==> config.mk <==
export PLATFORM = sky130hd
export DESIGN_NAME = adc_spi_cfg_ctrl_flat
export DESIGN_NICKNAME = d
export VERILOG_FILES = /design/src/rtl/adc_spi_cfg_ctrl_if.sv /design/src/rtl/adc_spi_cfg_ctrl.sv /design/src/flat_wrapper.sv
export SDC_FILE = /design/constraint.sdc
export NUM_CORES = 1
export LEC_CHECK = 0
export CAP_MARGIN = 30
export CORE_MARGIN = 2
export CORE_UTILIZATION = 35
export DETAILED_ROUTE_END_ITERATION = 6
export PLACE_DENSITY_LB_ADDON = 0.15
export SYNTH_ARGS = -nofsm -noshare
export SYNTH_HDL_FRONTEND = slang
export SYNTH_SLANG_ARGS = --single-unit
==> constraint.sdc <==
create_clock -name clk -period 4.2 [get_ports clk]
set_input_delay 0.63 -clock clk [delete_from_list [all_inputs] [get_ports clk]]
set_output_delay 0.63 -clock clk [all_outputs]
set_load 0.05 [all_outputs]
==> src/rtl/adc_spi_cfg_ctrl_if.sv <==
// ---------------------------------------------------------------------------
// adc_spi_cfg_ctrl_if
// System-side control bundle of the ADC configuration controller.
//   init_start  : pulse, (re)run the ADC reset pulse and the full register table
//   wr_req      : level request for a run-time register write, held until wr_ack
//   wr_addr     : run-time register address
//   wr_data     : run-time register data
//   wr_ack      : one-cycle pulse when the run-time frame has completed
//   busy        : controller is not idle
//   cfg_done    : the init table has been completely sent
//   rd_data     : byte read back from the ADC (ADC_SPI_READBACK_EN only)
//   rd_valid    : rd_data update strobe (ADC_SPI_READBACK_EN only)
// Modports: master = system logic, slave = controller.
// Optional feature macro: ADC_SPI_READBACK_EN
// ---------------------------------------------------------------------------
interface adc_spi_cfg_ctrl_if;
  logic       init_start;
  logic       wr_req;
  logic [7:0] wr_addr;
  logic [7:0] wr_data;
  logic       wr_ack;
  logic       busy;
  logic       cfg_done;
`ifdef ADC_SPI_READBACK_EN
  logic [7:0] rd_data;
  logic       rd_valid;
`endif

`ifdef ADC_SPI_READBACK_EN
  modport master (
    output init_start, wr_req, wr_addr, wr_data,
    input  wr_ack, busy, cfg_done, rd_data, rd_valid
  );

  modport slave (
    input  init_start, wr_req, wr_addr, wr_data,
    output wr_ack, busy, cfg_done, rd_data, rd_valid
  );
`else
  modport master (
    output init_start, wr_req, wr_addr, wr_data,
    input  wr_ack, busy, cfg_done
  );

  modport slave (
    input  init_start, wr_req, wr_addr, wr_data,
    output wr_ack, busy, cfg_done
  );
`endif
endinterface

==> src/rtl/adc_spi_cfg_ctrl.sv <==
// ---------------------------------------------------------------------------
// adc_spi_cfg_ctrl
// Power-up sequencer and 3-wire serial master for the dual-channel 14-bit
// DDR ADC. After reset (or on init_start) it pulses the ADC reset pin, waits,
// then writes a fixed table of {addr,data} words. Afterwards it serves
// single-register writes requested by system logic.
//
// Ports
//   clk           : system clock, rising edge
//   rst           : synchronous, active-low reset
//   bus           : adc_spi_cfg_ctrl_if.slave (init_start, wr_req/addr/data,
//                   wr_ack, busy, cfg_done [, rd_data, rd_valid])
//   adc_reset_out : ADC hardware reset, active-high
//   adc_sclk_out  : serial clock, idles low
//   adc_sdata_out : serial data, MSB first, changes at SCLK low-phase start
//   adc_sen_out   : serial enable, active-low
//   adc_sdout_in  : ADC serial readout, used only with ADC_SPI_READBACK_EN
//
// Optional feature macro: ADC_SPI_READBACK_EN
//   Captures adc_sdout_in during the eight data bits of each frame into
//   bus.rd_data and strobes bus.rd_valid at the end of every frame.
//
// Frame shape: the LOAD cycle is the first cycle of bit 15's low phase, so
// SEN stays low for CLK_DIV*33 cycles and frames repeat every CLK_DIV*34.
// All pin and status outputs are registered from the next-state values so
// they line up exactly with the state they belong to.
// ---------------------------------------------------------------------------
module adc_spi_cfg_ctrl #(
  parameter int                     CLK_DIV       = 4,
  parameter int                     RST_PULSE_CYC = 16,
  parameter int                     RST_WAIT_CYC  = 256,
  parameter int                     NUM_REGS      = 4,
  parameter logic [NUM_REGS*16-1:0] INIT_TABLE    = '0,
  parameter int                     AUTO_INIT     = 1
) (
  input  logic                clk,
  input  logic                rst,
  adc_spi_cfg_ctrl_if.slave   bus,
  output logic                adc_reset_out,
  output logic                adc_sclk_out,
  output logic                adc_sdata_out,
  output logic                adc_sen_out,
  input  logic                adc_sdout_in
);

  // One shared counter covers the reset pulse, the post-reset wait and the
  // SCLK half-periods; it is sized for the longest of them.
  localparam int CNT_MAX0 = (RST_PULSE_CYC > RST_WAIT_CYC) ? RST_PULSE_CYC : RST_WAIT_CYC;
  localparam int CNT_MAX  = ((CNT_MAX0 > CLK_DIV) ? CNT_MAX0 : CLK_DIV) - 1;
  localparam int CNT_W    = (CNT_MAX > 0) ? $clog2(CNT_MAX + 1) : 1;
  localparam int IDX_W    = (NUM_REGS > 1) ? $clog2(NUM_REGS) : 1;

  typedef enum logic [2:0] {
    IDLE,
    RST_PULSE,
    RST_WAIT,
    LOAD,
    SHIFT,
    TAIL,
    GAP
  } state_t;

  state_t             state, state_nxt;
  logic [CNT_W-1:0]   cnt, cnt_nxt;
  logic [3:0]         bit_idx, bit_nxt;
  logic               sclk_hi, sclk_hi_nxt;
  logic [15:0]        word, word_nxt;
  logic [IDX_W-1:0]   idx, idx_nxt;
  logic               runtime, runtime_nxt;
  logic               auto_pending, auto_nxt;
  logic               cfg_done_r, cfg_done_nxt;
  logic               reset_r, reset_nxt;
  logic               sclk_r, sclk_nxt;
  logic               sdata_r, sdata_nxt;
  logic               sen_r, sen_nxt;
  logic               busy_r, busy_nxt;
  logic               ack_r, ack_nxt;
  logic               frame_end_nxt;

`ifdef ADC_SPI_READBACK_EN
  logic [7:0]         rd_shift, rd_shift_nxt;
  logic [7:0]         rd_data_r, rd_data_nxt;
  logic               rd_valid_r, rd_valid_nxt;
`else
  logic               unused_sdout;
  assign unused_sdout = adc_sdout_in;
`endif

  // Constant-index lookup into the flattened init table.
  function automatic logic [15:0] table_entry(input logic [IDX_W-1:0] sel);
    logic [15:0] w;
    w = '0;
    for (int i = 0; i < NUM_REGS; i++) begin
      if (sel == IDX_W'(i)) w = INIT_TABLE[16*i +: 16];
    end
    return w;
  endfunction

  // State register plus registered outputs; rst is sampled on the clock and
  // abandons any frame in flight without a completion pulse.
  always_ff @(posedge clk) begin
    if (!rst) begin
      state        <= IDLE;
      cnt          <= '0;
      bit_idx      <= 4'd15;
      sclk_hi      <= 1'b0;
      word         <= '0;
      idx          <= '0;
      runtime      <= 1'b0;
      auto_pending <= (AUTO_INIT != 0);
      cfg_done_r   <= 1'b0;
      reset_r      <= 1'b0;
      sclk_r       <= 1'b0;
      sdata_r      <= 1'b0;
      sen_r        <= 1'b1;
      busy_r       <= 1'b0;
      ack_r        <= 1'b0;
`ifdef ADC_SPI_READBACK_EN
      rd_shift     <= '0;
      rd_data_r    <= '0;
      rd_valid_r   <= 1'b0;
`endif
    end else begin
      state        <= state_nxt;
      cnt          <= cnt_nxt;
      bit_idx      <= bit_nxt;
      sclk_hi      <= sclk_hi_nxt;
      word         <= word_nxt;
      idx          <= idx_nxt;
      runtime      <= runtime_nxt;
      auto_pending <= auto_nxt;
      cfg_done_r   <= cfg_done_nxt;
      reset_r      <= reset_nxt;
      sclk_r       <= sclk_nxt;
      sdata_r      <= sdata_nxt;
      sen_r        <= sen_nxt;
      busy_r       <= busy_nxt;
      ack_r        <= ack_nxt;
`ifdef ADC_SPI_READBACK_EN
      rd_shift     <= rd_shift_nxt;
      rd_data_r    <= rd_data_nxt;
      rd_valid_r   <= rd_valid_nxt;
`endif
    end
  end

  // Next-state logic. The word to shift is latched on the edge that enters
  // LOAD, so bit 15 is already on the data pin during the LOAD cycle.
  always_comb begin
    state_nxt     = state;
    cnt_nxt       = cnt;
    bit_nxt       = bit_idx;
    sclk_hi_nxt   = sclk_hi;
    word_nxt      = word;
    idx_nxt       = idx;
    runtime_nxt   = runtime;
    auto_nxt      = auto_pending;
    cfg_done_nxt  = cfg_done_r;
    frame_end_nxt = 1'b0;

    case (state)
      IDLE: begin
        // init_start beats a simultaneous wr_req, which simply stays pending.
        if (bus.init_start || auto_pending) begin
          state_nxt    = RST_PULSE;
          cnt_nxt      = '0;
          auto_nxt     = 1'b0;
          cfg_done_nxt = 1'b0;
        end else if (bus.wr_req && cfg_done_r) begin
          state_nxt   = LOAD;
          runtime_nxt = 1'b1;
          word_nxt    = {bus.wr_addr, bus.wr_data};
          bit_nxt     = 4'd15;
          sclk_hi_nxt = 1'b0;
          cnt_nxt     = '0;
        end
      end

      RST_PULSE: begin
        if (cnt == CNT_W'(RST_PULSE_CYC - 1)) begin
          state_nxt = RST_WAIT;
          cnt_nxt   = '0;
        end else begin
          cnt_nxt = cnt + CNT_W'(1);
        end
      end

      RST_WAIT: begin
        if (cnt == CNT_W'(RST_WAIT_CYC - 1)) begin
          state_nxt   = LOAD;
          idx_nxt     = '0;
          runtime_nxt = 1'b0;
          word_nxt    = table_entry('0);
          bit_nxt     = 4'd15;
          sclk_hi_nxt = 1'b0;
          cnt_nxt     = '0;
        end else begin
          cnt_nxt = cnt + CNT_W'(1);
        end
      end

      LOAD: begin
        // LOAD already counts as the first cycle of bit 15's low phase.
        state_nxt = SHIFT;
        if (CLK_DIV == 1) begin
          sclk_hi_nxt = 1'b1;
          cnt_nxt     = '0;
        end else begin
          sclk_hi_nxt = 1'b0;
          cnt_nxt     = CNT_W'(1);
        end
      end

      SHIFT: begin
        if (cnt == CNT_W'(CLK_DIV - 1)) begin
          cnt_nxt = '0;
          if (!sclk_hi) begin
            sclk_hi_nxt = 1'b1;
          end else if (bit_idx == 4'd0) begin
            state_nxt   = TAIL;
            sclk_hi_nxt = 1'b0;
          end else begin
            bit_nxt     = bit_idx - 4'd1;
            sclk_hi_nxt = 1'b0;
          end
        end else begin
          cnt_nxt = cnt + CNT_W'(1);
        end
      end

      TAIL: begin
        if (cnt == CNT_W'(CLK_DIV - 1)) begin
          state_nxt = GAP;
          cnt_nxt   = '0;
        end else begin
          cnt_nxt = cnt + CNT_W'(1);
        end
      end

      GAP: begin
        if (cnt == CNT_W'(CLK_DIV - 1)) begin
          cnt_nxt = '0;
          if (runtime) begin
            state_nxt = IDLE;
          end else if (idx == IDX_W'(NUM_REGS - 1)) begin
            state_nxt    = IDLE;
            cfg_done_nxt = 1'b1;
          end else begin
            idx_nxt     = idx + IDX_W'(1);
            word_nxt    = table_entry(idx + IDX_W'(1));
            state_nxt   = LOAD;
            bit_nxt     = 4'd15;
            sclk_hi_nxt = 1'b0;
          end
        end else begin
          cnt_nxt = cnt + CNT_W'(1);
        end
      end

      default: begin
        state_nxt = IDLE;
        cnt_nxt   = '0;
      end
    endcase

    // The last GAP cycle is the frame's exit cycle; acks are visible there,
    // so busy falls on the very next cycle.
    frame_end_nxt = (state_nxt == GAP) && (cnt_nxt == CNT_W'(CLK_DIV - 1));
    ack_nxt       = frame_end_nxt && runtime_nxt;

    reset_nxt = (state_nxt == RST_PULSE);
    sen_nxt   = !((state_nxt == LOAD) || (state_nxt == SHIFT) || (state_nxt == TAIL));
    sclk_nxt  = (state_nxt == SHIFT) && sclk_hi_nxt;
    sdata_nxt = ((state_nxt == LOAD) || (state_nxt == SHIFT)) ? word_nxt[bit_nxt] : 1'b0;
    busy_nxt  = (state_nxt != IDLE);
  end

`ifdef ADC_SPI_READBACK_EN
  // The ADC read line is sampled at the end of the first SCLK-high cycle of
  // each data bit (bits 7..0) and the byte is published at frame exit.
  always_comb begin
    rd_shift_nxt = rd_shift;
    rd_data_nxt  = rd_data_r;
    rd_valid_nxt = frame_end_nxt;
    if ((state == SHIFT) && sclk_hi && (cnt == '0) && (bit_idx <= 4'd7)) begin
      rd_shift_nxt = {rd_shift[6:0], adc_sdout_in};
    end
    if (frame_end_nxt) begin
      rd_data_nxt = rd_shift_nxt;
    end
  end

  assign bus.rd_data  = rd_data_r;
  assign bus.rd_valid = rd_valid_r;
`endif

  assign bus.wr_ack    = ack_r;
  assign bus.busy      = busy_r;
  assign bus.cfg_done  = cfg_done_r;
  assign adc_reset_out = reset_r;
  assign adc_sclk_out  = sclk_r;
  assign adc_sdata_out = sdata_r;
  assign adc_sen_out   = sen_r;

endmodule

==> src/flat_wrapper.sv <==
// flat-port wrapper written by rule: the top's interface ports become plain ports
module adc_spi_cfg_ctrl_flat 
#(
  parameter int                     CLK_DIV       = 4,
  parameter int                     RST_PULSE_CYC = 16,
  parameter int                     RST_WAIT_CYC  = 256,
  parameter int                     NUM_REGS      = 4,
  parameter logic [NUM_REGS*16-1:0] INIT_TABLE    = '0,
  parameter int                     AUTO_INIT     = 1
)
  (clk, rst, adc_reset_out, adc_sclk_out, adc_sdata_out, adc_sen_out, adc_sdout_in, bus_init_start, bus_wr_req, bus_wr_addr, bus_wr_data, bus_wr_ack, bus_busy, bus_cfg_done);
  adc_spi_cfg_ctrl_if bus_i ();
  input  logic clk;
  input  logic rst;
  output logic adc_reset_out;
  output logic adc_sclk_out;
  output logic adc_sdata_out;
  output logic adc_sen_out;
  input  logic adc_sdout_in;
  input wire logic [$bits(bus_i.init_start)-1:0] bus_init_start;
  input wire logic [$bits(bus_i.wr_req)-1:0] bus_wr_req;
  input wire logic [$bits(bus_i.wr_addr)-1:0] bus_wr_addr;
  input wire logic [$bits(bus_i.wr_data)-1:0] bus_wr_data;
  output wire logic [$bits(bus_i.wr_ack)-1:0] bus_wr_ack;
  output wire logic [$bits(bus_i.busy)-1:0] bus_busy;
  output wire logic [$bits(bus_i.cfg_done)-1:0] bus_cfg_done;
  assign bus_i.init_start = bus_init_start;
  assign bus_i.wr_req = bus_wr_req;
  assign bus_i.wr_addr = bus_wr_addr;
  assign bus_i.wr_data = bus_wr_data;
  assign bus_wr_ack = bus_i.wr_ack;
  assign bus_busy = bus_i.busy;
  assign bus_cfg_done = bus_i.cfg_done;
  adc_spi_cfg_ctrl #(.CLK_DIV(CLK_DIV), .RST_PULSE_CYC(RST_PULSE_CYC), .RST_WAIT_CYC(RST_WAIT_CYC), .NUM_REGS(NUM_REGS), .INIT_TABLE(INIT_TABLE), .AUTO_INIT(AUTO_INIT)) u_core (.clk(clk), .rst(rst), .bus(bus_i), .adc_reset_out(adc_reset_out), .adc_sclk_out(adc_sclk_out), .adc_sdata_out(adc_sdata_out), .adc_sen_out(adc_sen_out), .adc_sdout_in(adc_sdout_in));
endmodule
==> flow_summary.toml <==
[run_status]
status = "finished clean"

[timing]
fin_crit_ns = 3.06
fin_skew_ns = 0.00466
setup_tns_ns = 0
slew_viol_final = 0
finalHoldViolations = 0
fmax_mhz = 327
setup_viol = 0
rsz0062_at_grt = "false"
tightest_slew_ns = 0.934
post-route-period-util_pct = 72.8
relSlewSlack_pct = 37.3

[grt]
grt_max_degree = 30
first_global_vias = 2036
globalRouteOverflowTotal = 0
grt_antenna_before_repair = 0
grtUsageTotal_pct = 15.8
grt_pass1_wl_mm = 9.75

[logic_synthesis]
synth_area_leader_cell = "dfxtp_1"
async_flop_share_pct = 0
synth-seq-cells = 43
synthFlopType = "dfxtp_1"
seq_area_frac_synth_pct = 34.6
synth.area.top_cells = "dfxtp_1 (35%), nand2_1 (4.4%), nor2_1 (3.5%)"
avgSynthCellArea_sq_um = 8.60
ys.warnings.count = 0
syn_inst = 289
yosysUniqueCellTypes = 70
synth_top_area_share_pct = 34.6
synthesis.nets = 313
synth_edf_count = 0
syn-cell-area_sq_um = 2480

[critical_path]
reg2reg_depth = 9
r2r_start = "u_core.state[2]"
crit_family = "simple AND/OR/NAND/NOR gates"
path_max_fanout = 19
crit_slowest_cell = "nor4bb_1"
crit_cells = 10
r2r_end = "u_core.adc_sdata_out"
critical_path.endpoint_type = "register"
cp_cell_sequence = "clkdlybuf4s50_1, nor4bb_1, and2_1, o211ai_2, buf_4, a21oi_1, o21ai_2, nand4b_1, a211oi_1, a311oi_1"
worstSetupPathType = "in -> reg"
crit_path_start_kind = "input pin"
rrSetupSlack_ns = 1.46
crit_buf_inv = 2
slowest_delay_ns = 0.51
cp.required_ns = 4.36
crit_end = "u_core.adc_sdata_out"
crit_start = "bus_wr_req"
arrival_ns = 3.22

[floorplan]
pin_count = 28
initial_core_util_pct = 36.4
fp.dieArea_sq_um = 7790
row_count = 30
die_width_um = 88.3
core-area_sq_um = 6830
die_h_um = 88.3

[detailed_routing]
drt-wirelength-per-cell_um = 14.3
antenna_left = 0
vias = 2174
routed_via_density = 5.38
drt_iter0_drc = 139
drc_errors = 0
wirelength_mm = 5.76
first_pass_iters = 5

[clocking]
cts.clk_slew.worst_paths_ns = 0.08
clock_latency_ns = 0.29
cts_tree = "yes"
post_cts_resized = 0
root_buffer = "clkbuf_8"
cts_made_buffers = 5
postCtsSetupBuffers = 0
clock_path_buffers = 2
cts.hold.buffers_added = 0
cts_max_level = 2
cts_sinks = 43

[layout]
multi_input_area_sq_um = 1510
fin_nets = 331
layout_commonest_cell = "dfxtp_1"
n_antenna_cell = 0
drive_gt1_share_pct = 11.4
ff_latch_area_sq_um = 861
syn_to_final_growth_pct = 16.0
layout_common_cells = "dfxtp_1 (43), nand2_1 (29), clkdlybuf4s50_1 (26)"
nFillCells = 707
utilization_pct = 42.2

[power_and_ir_drop]
totalPowerFinal_uw = 745
vdd.ir_drop.worst_uv = 120
power_density_nw_per_um2 = 258
power.leakage_uw = 0.000995

[place]
dp_hpwl_mm = 4.16
portBuffers = 26
gp_congestion = 0.835

[run]
drv_cap = 0

[min_path]
min_from = "u_core.auto_pending"
min_path_type = "reg -> reg"
==> cell usage after synthesis (all sizes together) (3+ instances only) <==
master and instances:
nand4 4, nor2b 11, a21boi 5, nor3b 4, nand2 30, buf 9, o21ai 14, nor3 5
a21oi 12, a22o 6, and2 10, inv 7, clkbuf 9, o31ai 4, nand2b 6, nand3 13
dfxtp 43, ha 3, o211ai 4, nor4 6, a22oi 10, mux2i 8, nor2 23
==> logic make-up (layout without fill, tap and decap cells) <==
kind of cell	Yosys count	in the layout	synth area share, %
and+or+nand+nor	128	128	30.3
buffers and inverters	25	44	4.73
muxes	10	10	4.13
DFF	43	43	34.6
xor gates and xnor gates	1	1	0.353
adders and majority gates	3	3	1.51
AOI/OAI and AO/OA	79	79	24.3
==> worst min-delay path by stage <==
stage                                      to  slack (ns)  cells after the start
final                     u_core.auto_pending        0.46                      2
after global routing      u_core.auto_pending        0.49                      2
after CTS                 u_core.auto_pending        0.46                      2
after detailed placement  u_core.auto_pending        0.45                      2
after global placement    u_core.auto_pending        0.45                      2
after floorplan           u_core.auto_pending        0.44                      2
==> sequential cells by signal (all words and copies together) (netlist names), 2 cells and up <==
register        count
u_core.bit_idx      4
u_core.cnt          8
u_core.idx          2
u_core.state        3
u_core.word        16
==> worst register-to-register path, delay by kind of cell (launching register included) <==
kind                   cells  cell delay (ns)
buffers and inverters      1             0.27
AOI/OAI and AO/OA          4             0.85
DFF                        1             0.74
muxes                      1             0.22
and+or+nand+nor            3             0.58
==> per-stage QoR <==
stage	worst slack (ns)	instance area (sq um)	hold slack (ns)	cells
after floorplan	1.78	2480	0.436	289
after global placement	0.885	2800	0.447	396
after detailed placement	0.823	2800	0.452	396
after CTS	1.14	2880	0.465	404
after global routing	0.929	2880	0.492	404
final	1.14	2880	0.462	404
==> area by class of cell <==
class	count	area share (%)
inverters	7	0.911
repair buffers	29	9.81
well taps	96	4.17
clock buffers	7	2.65
multi-input cells	221	52.4
clock inverters	1	0.174
flip-flops and latches	43	29.9
==> metal layers <==
metal  track usage (%)  vias up  share of wire [%]
met5                 0        -                  0
li1                  -     1108                  -
met1              20.9     1017                 48
met3              2.80        7                3.4
met2              26.4       42                 47
met4              4.41        0                1.2
==> power breakdown <==
part           leakage [uW]  total (uW)  switching [uW]  internal (uW)
sequential         0.000348         418            6.02            412
clock             0.0000422         254             137            117
combinational      0.000605        73.0            37.3           35.7
Power figures use the tool's default switching activity.
